===== src/rtl/ascon_pack.sv =====
// rtl/ascon_pack.sv - shared types and S-box tables for the ASCON substitution layer
//
// Purpose : 320-bit state type, FSM state enum, forward and inverse 5-bit
//           ASCON S-box lookup tables.
// Ports   : none (package).
package ascon_pack;

  // x0 occupies the most significant 64 bits of the flat 320-bit vector.
  typedef struct packed {
    logic [63:0] x0;
    logic [63:0] x1;
    logic [63:0] x2;
    logic [63:0] x3;
    logic [63:0] x4;
  } type_state;

  typedef enum logic [1:0] {
    ST_IDLE = 2'd0,
    ST_RUN  = 2'd1,
    ST_DONE = 2'd2
  } type_fsm;

  localparam logic [4:0] SBOX_C [32] = '{
    5'h04, 5'h0B, 5'h1F, 5'h14, 5'h1A, 5'h15, 5'h09, 5'h02,
    5'h1B, 5'h05, 5'h08, 5'h12, 5'h1D, 5'h03, 5'h06, 5'h1C,
    5'h1E, 5'h13, 5'h07, 5'h0E, 5'h00, 5'h0D, 5'h11, 5'h18,
    5'h10, 5'h0C, 5'h01, 5'h19, 5'h16, 5'h0A, 5'h0F, 5'h17
  };

  localparam logic [4:0] SBOX_INV_C [32] = '{
    5'h14, 5'h1A, 5'h07, 5'h0D, 5'h00, 5'h09, 5'h0E, 5'h12,
    5'h0A, 5'h06, 5'h1D, 5'h01, 5'h19, 5'h15, 5'h13, 5'h1E,
    5'h18, 5'h16, 5'h0B, 5'h11, 5'h03, 5'h05, 5'h1C, 5'h1F,
    5'h17, 5'h1B, 5'h04, 5'h08, 5'h0F, 5'h0C, 5'h10, 5'h02
  };

endpackage


===== src/rtl/sbox5.sv =====
// rtl/sbox5.sv - combinational 5-bit ASCON S-box
//
// Purpose : one bit-slice lookup; inverse table selectable when
//           ASCON_SBOX_INV_EN is defined.
// Ports   : i_x   in  5  slice {x0,x1,x2,x3,x4}, x0 is the MSB
//           o_y   out 5  substituted slice, same bit order
//           i_inv in  1  select inverse table (only with ASCON_SBOX_INV_EN)
module sbox5
  import ascon_pack::*;
(
  input  logic [4:0] i_x,
`ifdef ASCON_SBOX_INV_EN
  input  logic       i_inv,
`endif
  output logic [4:0] o_y
);

`ifdef ASCON_SBOX_INV_EN
  assign o_y = i_inv ? SBOX_INV_C[i_x] : SBOX_C[i_x];
`else
  assign o_y = SBOX_C[i_x];
`endif

endmodule


===== src/rtl/substitution_iter.sv =====
// rtl/substitution_iter.sv - iterative ASCON substitution layer, LANES slices per clock
//
// Purpose : applies the ASCON S-box to all 64 bit-slices of a 320-bit state,
//           LANES slices per cycle, over NSTEP = 64/LANES cycles.
//           Optional macro ASCON_SBOX_INV_EN adds inv_i (inverse S-box mode).
// Ports   : clock_i in  1    rising-edge clock
//           reset_i in  1    synchronous active-high reset
//           valid_i in  1    state_i valid
//           ready_o out 1    block can accept state_i
//           state_i in  320  input state
//           valid_o out 1    state_o holds a completed result
//           ready_i in  1    downstream accepts state_o
//           state_o out 320  substituted state (registered)
//           busy_o  out 1    substitution in progress
//           inv_i   in  1    inverse mode, sampled at load (ASCON_SBOX_INV_EN only)
module substitution_iter
  import ascon_pack::*;
#(
  parameter int LANES = 8
) (
  input  logic      clock_i,
  input  logic      reset_i,
  input  logic      valid_i,
  output logic      ready_o,
  input  type_state state_i,
  output logic      valid_o,
  input  logic      ready_i,
  output type_state state_o,
`ifdef ASCON_SBOX_INV_EN
  input  logic      inv_i,
`endif
  output logic      busy_o
);

  localparam int NSTEP = 64 / LANES;
  localparam int CW    = (NSTEP > 1) ? $clog2(NSTEP) : 1;
  localparam int LW    = $clog2(LANES);

  if (LANES != 1 && LANES != 2 && LANES != 4 && LANES != 8 &&
      LANES != 16 && LANES != 32 && LANES != 64) begin : g_bad_lanes
    $error("substitution_iter: LANES must be one of 1,2,4,8,16,32,64");
  end

  type_fsm       r_fsm;
  type_fsm       w_fsm_nxt;
  logic [CW-1:0] r_cnt;
  type_state     r_data;
  type_state     w_data_upd;
  logic          w_load;
  logic          w_last;
  logic [5:0]    w_base;
  logic [4:0]    w_sin  [LANES];
  logic [4:0]    w_sout [LANES];

`ifdef ASCON_SBOX_INV_EN
  logic          r_inv;
`endif

  // LANES is a power of two, so the slice base is the count shifted up.
  assign w_base = 6'(r_cnt) << LW;
  assign w_last = (r_cnt == CW'(NSTEP - 1));

  for (genvar l = 0; l < LANES; l++) begin : g_lane
    logic [5:0] w_idx;
    assign w_idx    = w_base + 6'(l);
    assign w_sin[l] = {r_data.x0[w_idx], r_data.x1[w_idx], r_data.x2[w_idx],
                       r_data.x3[w_idx], r_data.x4[w_idx]};
    sbox5 u_sbox (
      .i_x   (w_sin[l]),
`ifdef ASCON_SBOX_INV_EN
      .i_inv (r_inv),
`endif
      .o_y   (w_sout[l])
    );
  end

  // Write the substituted slices back over the active window.
  always_comb begin
    w_data_upd = r_data;
    for (int l = 0; l < LANES; l++) begin
      {w_data_upd.x0[w_base + 6'(l)], w_data_upd.x1[w_base + 6'(l)],
       w_data_upd.x2[w_base + 6'(l)], w_data_upd.x3[w_base + 6'(l)],
       w_data_upd.x4[w_base + 6'(l)]} = w_sout[l];
    end
  end

  always_ff @(posedge clock_i) begin
    if (reset_i) begin
      r_fsm <= ST_IDLE;
    end else begin
      r_fsm <= w_fsm_nxt;
    end
  end

  always_comb begin
    w_fsm_nxt = r_fsm;
    ready_o   = 1'b0;
    valid_o   = 1'b0;
    busy_o    = 1'b0;
    case (r_fsm)
      ST_IDLE: begin
        ready_o = 1'b1;
        if (valid_i) w_fsm_nxt = ST_RUN;
      end
      ST_RUN: begin
        busy_o = 1'b1;
        if (w_last) w_fsm_nxt = ST_DONE;
      end
      ST_DONE: begin
        valid_o = 1'b1;
        // Accepting a new state is only possible in the same edge the result leaves.
        ready_o = ready_i;
        if (ready_i) w_fsm_nxt = valid_i ? ST_RUN : ST_IDLE;
      end
      default: w_fsm_nxt = ST_IDLE;
    endcase
  end

  assign w_load = valid_i && ready_o;

  always_ff @(posedge clock_i) begin
    if (reset_i) begin
      r_cnt  <= '0;
      r_data <= '0;
`ifdef ASCON_SBOX_INV_EN
      r_inv  <= 1'b0;
`endif
    end else if (w_load) begin
      r_cnt  <= '0;
      r_data <= state_i;
`ifdef ASCON_SBOX_INV_EN
      r_inv  <= inv_i;
`endif
    end else if (r_fsm == ST_RUN) begin
      r_data <= w_data_upd;
      // Return to zero on the last step so the count never exceeds NSTEP-1.
      r_cnt  <= w_last ? '0 : r_cnt + CW'(1);
    end
  end

  assign state_o = r_data;

endmodule

===== config.mk =====
export PLATFORM = sky130hd
export DESIGN_NAME = substitution_iter
export DESIGN_NICKNAME = d
export VERILOG_FILES = /design/src/rtl/ascon_pack.sv /design/src/rtl/sbox5.sv /design/src/rtl/substitution_iter.sv
export SDC_FILE = /design/constraint.sdc
export NUM_CORES = 1
export LEC_CHECK = 0
export ABC_AREA = 1
export BUFFER_PORTS_ARGS = -buffer_cell sky130_fd_sc_hd__buf_2
export CORE_MARGIN = 2
export CORE_UTILIZATION = 25
export CTS_CLUSTER_SIZE = 40
export DETAILED_ROUTE_END_ITERATION = 10
export PLACE_DENSITY = 0.45
export RECOVER_POWER = 100
export SKIP_LAST_GASP = 1
export SLEW_MARGIN = 5
export SYNTH_ARGS = -nofsm -noshare
export SYNTH_HDL_FRONTEND = slang
export SYNTH_SLANG_ARGS = --single-unit

===== constraint.sdc =====
create_clock -name clock_i -period 4.3 [get_ports clock_i]
set_input_delay 0.215 -clock clock_i [delete_from_list [all_inputs] [get_ports clock_i]]
set_output_delay 0.215 -clock clock_i [all_outputs]
set_load 0.01 [all_outputs]

==> flow_metrics.tcl <==
set metrics [dict create \
    status "finished, final reports clean" \
    cts_buffers 41 \
    slew_headroom 0.0659 \
    min_path_cells 5 \
    grt_first_pass_wirelength_microns 170000 \
    crit_type "flip-flop to flip-flop" \
    syn-num-nets 3916 \
    fin_crit_sh 0.867 \
    vias_per_cell 4.88 \
    synth-edff-count 0 \
    hold_path.class "primary input to flip-flop" \
    clk_pin_slew_ns 0.06 \
    grt_overflow_total 0 \
    dr.first_iter.drc_count 1806 \
    skew_ns 0.0453 \
    route.met3.wl_microns 5880 \
    start_util 0.253 \
    remaining_drc_errors 0 \
    async_flop_share 0 \
    finalSetupTns_ns 0 \
    worstMarginPinSlew_ns 1.40 \
    setup_viol 0 \
    seq_area_frac_synth 0.306 \
    ff2ff_path_depth 8 \
    cts.sinks 325 \
    drive_gt1_frac 0.126 \
    cts-root-buf "clkbuf_16" \
    min_to "state_o[229]$_SDFFE_PP0P_" \
    die_w_microns 295 \
    layout_setup_ws_ns 0.574 \
    cp.required_ns 4.74 \
    track_usage 0.263 \
    ys_top_cells_by_count "nand2_1 (928), nand3_1 (588), inv_1 (543), o21ai_0 (336)" \
    finalWirelength_microns 120000 \
    port_buffers 646 \
    synth.top_cell.area_share 0.306 \
    synth_flop_cell "dfxtp_1" \
    cp_max_fo 66 \
    cts_setup_buffers 0 \
    synthCells 3574 \
    wire_per_inst_microns 22.7 \
    dp_hpwl_microns 87300 \
    clk_path_buf_depth 3 \
    dr.max_layer_used "met5" \
    detailedPlace.worstSlack_ns 0.971 \
    yosysTopAreaCell "dfxtp_1" \
    wl_met2_microns 57500 \
    vdd_drop_max_mv 0.220 \
    synth_cell_type_count 29 \
    insertion_delay_ns 0.58 \
    finalHoldViolCount 0 \
    setup.worst_path.end_class "flip-flop" \
    die_h_microns 295 \
    synth.most_common_cell "nand2_1" \
    antenna_found_initial 5 \
    crit_chain "buf_4, clkbuf_1, nand2_1, o21ai_4, buf_4, o21ai_0, a21oi_1, nor2_1" \
    crit_top_cell "buf_4" \
    synth-warning-count 0 \
    regToRegSetupSlack_ns 0.57 \
    grt_max_degree 184 \
    slowest_stage "clkbuf_1" \
    synth_area_per_cell_sq_um 5.94 \
    cpPeakStageDelay_ns 0.84 \
    p_per_area_nw_per_um2 402 \
    arrival_ns 4.17 \
    cts_tree "built" \
    r2r-start "r_cnt[0]$_SDFFE_PP0P_" \
    nets 4451 \
    synth_area_sq_um 21200 \
    rows 106 \
    max-cap-violations 0 \
    hp-start "state_i[229]" \
    antenna_left 0 \
    met1Wirelength_microns 51700 \
    p_leak_nw 11.4 \
    first_pass_iters 6 \
    crit_path_start_kind "flip-flop" \
    gp_congestion 0.867 \
    die_area_sq_um 87300 \
    num_io_pins 647 \
    area_delta_synth_final_pct 25.7 \
    finalMaxSlewViolations 0 \
    htreeDepth 2 \
    synth_seq_cells 325 \
    vias 25800 \
    r2r-end "state_o[154]$_SDFFE_PP0P_" \
    grt_pass1_vias 24700 \
    rsz0062_at_grt "false" \
    num-fill-cells 9873 \
    final.min_clock_period_ns 3.73 \
    synth.area.top_cells "dfxtp_1 (31%), nand2_1 (16%), nand3_1 (14%)" \
    fmax_mhz 268 \
    core_area_sq_um 83800 \
]
## report_power, final
part / switching [mW] / leakage, nW / total [mW] / internal (mW)
sequential: 0.263 / 2.67 / 3.52 / 3.25
clock: 1.49 / 0.673 / 3.61 / 2.12
combinational: 2.68 / 8.10 / 3.60 / 0.924
total: 4.43 / 11.4 / 10.7 / 6.29
## routing by layer
| metal | vias to the layer above | GRT usage |
|---|---|---|
| met2 | 869 | 0.455 |
| met3 | 190 | 0.0301 |
| met5 | - | 0 |
| met1 | 12200 | 0.334 |
| met4 | 4 | 0.0966 |
| li1 | 12500 | - |
## area by class of cell
type,count,area (sq um),share of cell area
Antenna cell,4,10.0,0.000375
Multi-Input combinational cell,2438,11500,0.429
Sequential cell,325,6520,0.244
Inverter,566,2130,0.0797
Tap cell,1134,1420,0.0532
Clock buffer,62,1250,0.0467
Timing Repair Buffer,737,3800,0.142
Clock inverter,10,108,0.00403
## how the worst max path moves through the flow
| stage | startpoint | endpoint | cells past startpoint |
|---|---|---|---|
| after floorplan | r_cnt[0]$_SDFFE_PP0P_ | state_o[198]$_SDFFE_PP0P_ | 16 |
| after global placement | r_cnt[0]$_SDFFE_PP0P_ | state_o[16]$_SDFFE_PP0P_ | 14 |
| after detailed placement | r_cnt[0]$_SDFFE_PP0P_ | state_o[8]$_SDFFE_PP0P_ | 14 |
| after CTS | r_cnt[0]$_SDFFE_PP0P_ | state_o[0]$_SDFFE_PP0P_ | 14 |
| after global routing | r_cnt[1]$_SDFFE_PP0P_ | state_o[305]$_SDFFE_PP0P_ | 11 |
| final | r_cnt[0]$_SDFFE_PP0P_ | state_o[154]$_SDFFE_PP0P_ | 8 |
## cells by family (layout without fill, tap and decap cells)
family                     count (synthesis)  count (layout)  synth area share
and+or+nand+nor                         1689            1689             0.349
buffers and inverters                    811            1375             0.154
AOI/OAI and AO/OA                        731             731             0.180
DFF                                      325             325             0.306
adders and majority gates                 18              18            0.0106
other                                      0               4                 0
## cells in the final DEF (no fill, tap or decap), drive strengths merged
cell type    synthesis  routed
nand2              977     977
nand3              607     607
inv                566     568
clkbuf             169     386
buf                 76     367
o21ai              363     363
a21oi              326     326
dfxtp              325     325
nor2                96      96
dlygate4sd3          0      46
o211ai              41      41
ha                  18      18
nand4                8       8
clkinv               0       6
diode                0       4
bufinv               0       2
nor3                 1       1
a211oi               1       1
## registers in the layout (all words and copies together) (netlist names)
signal / flops
state_o: 320
r_cnt: 3
r_fsm: 2
## timing repair
| action | CTS | global route |
|---|---|---|
| hold buffers | 46 | 0 |
| resized for setup | 0 | 0 |
| hold endpoints to repair | 46 | 0 |
## per-stage QoR
stage	power [mW]	hold WS [ns]	cell area (sq um)	util	instances
2_1_floorplan	5.54	0.413	21200	-	3574
3_3_place_gp	7.25	0.560	25400	0.303	5154
3_5_place_dp	7.24	0.569	25400	0.303	5154
4_1_cts	10.9	0.00000588	27200	0.325	5272
5_1_grt	11.2	0.0305	26700	0.318	5273
6_report	10.7	0.0186	26700	0.318	5276
## worst max-delay path: cells and delay by family (launching register included)
kind	cells	cell delay [ns]
buffers and inverters	3	1.75
AOI/OAI and AO/OA	3	1.06
DFF	1	0.37
and+or+nand+nor	2	0.37
(Power assumes the default switching activity.)
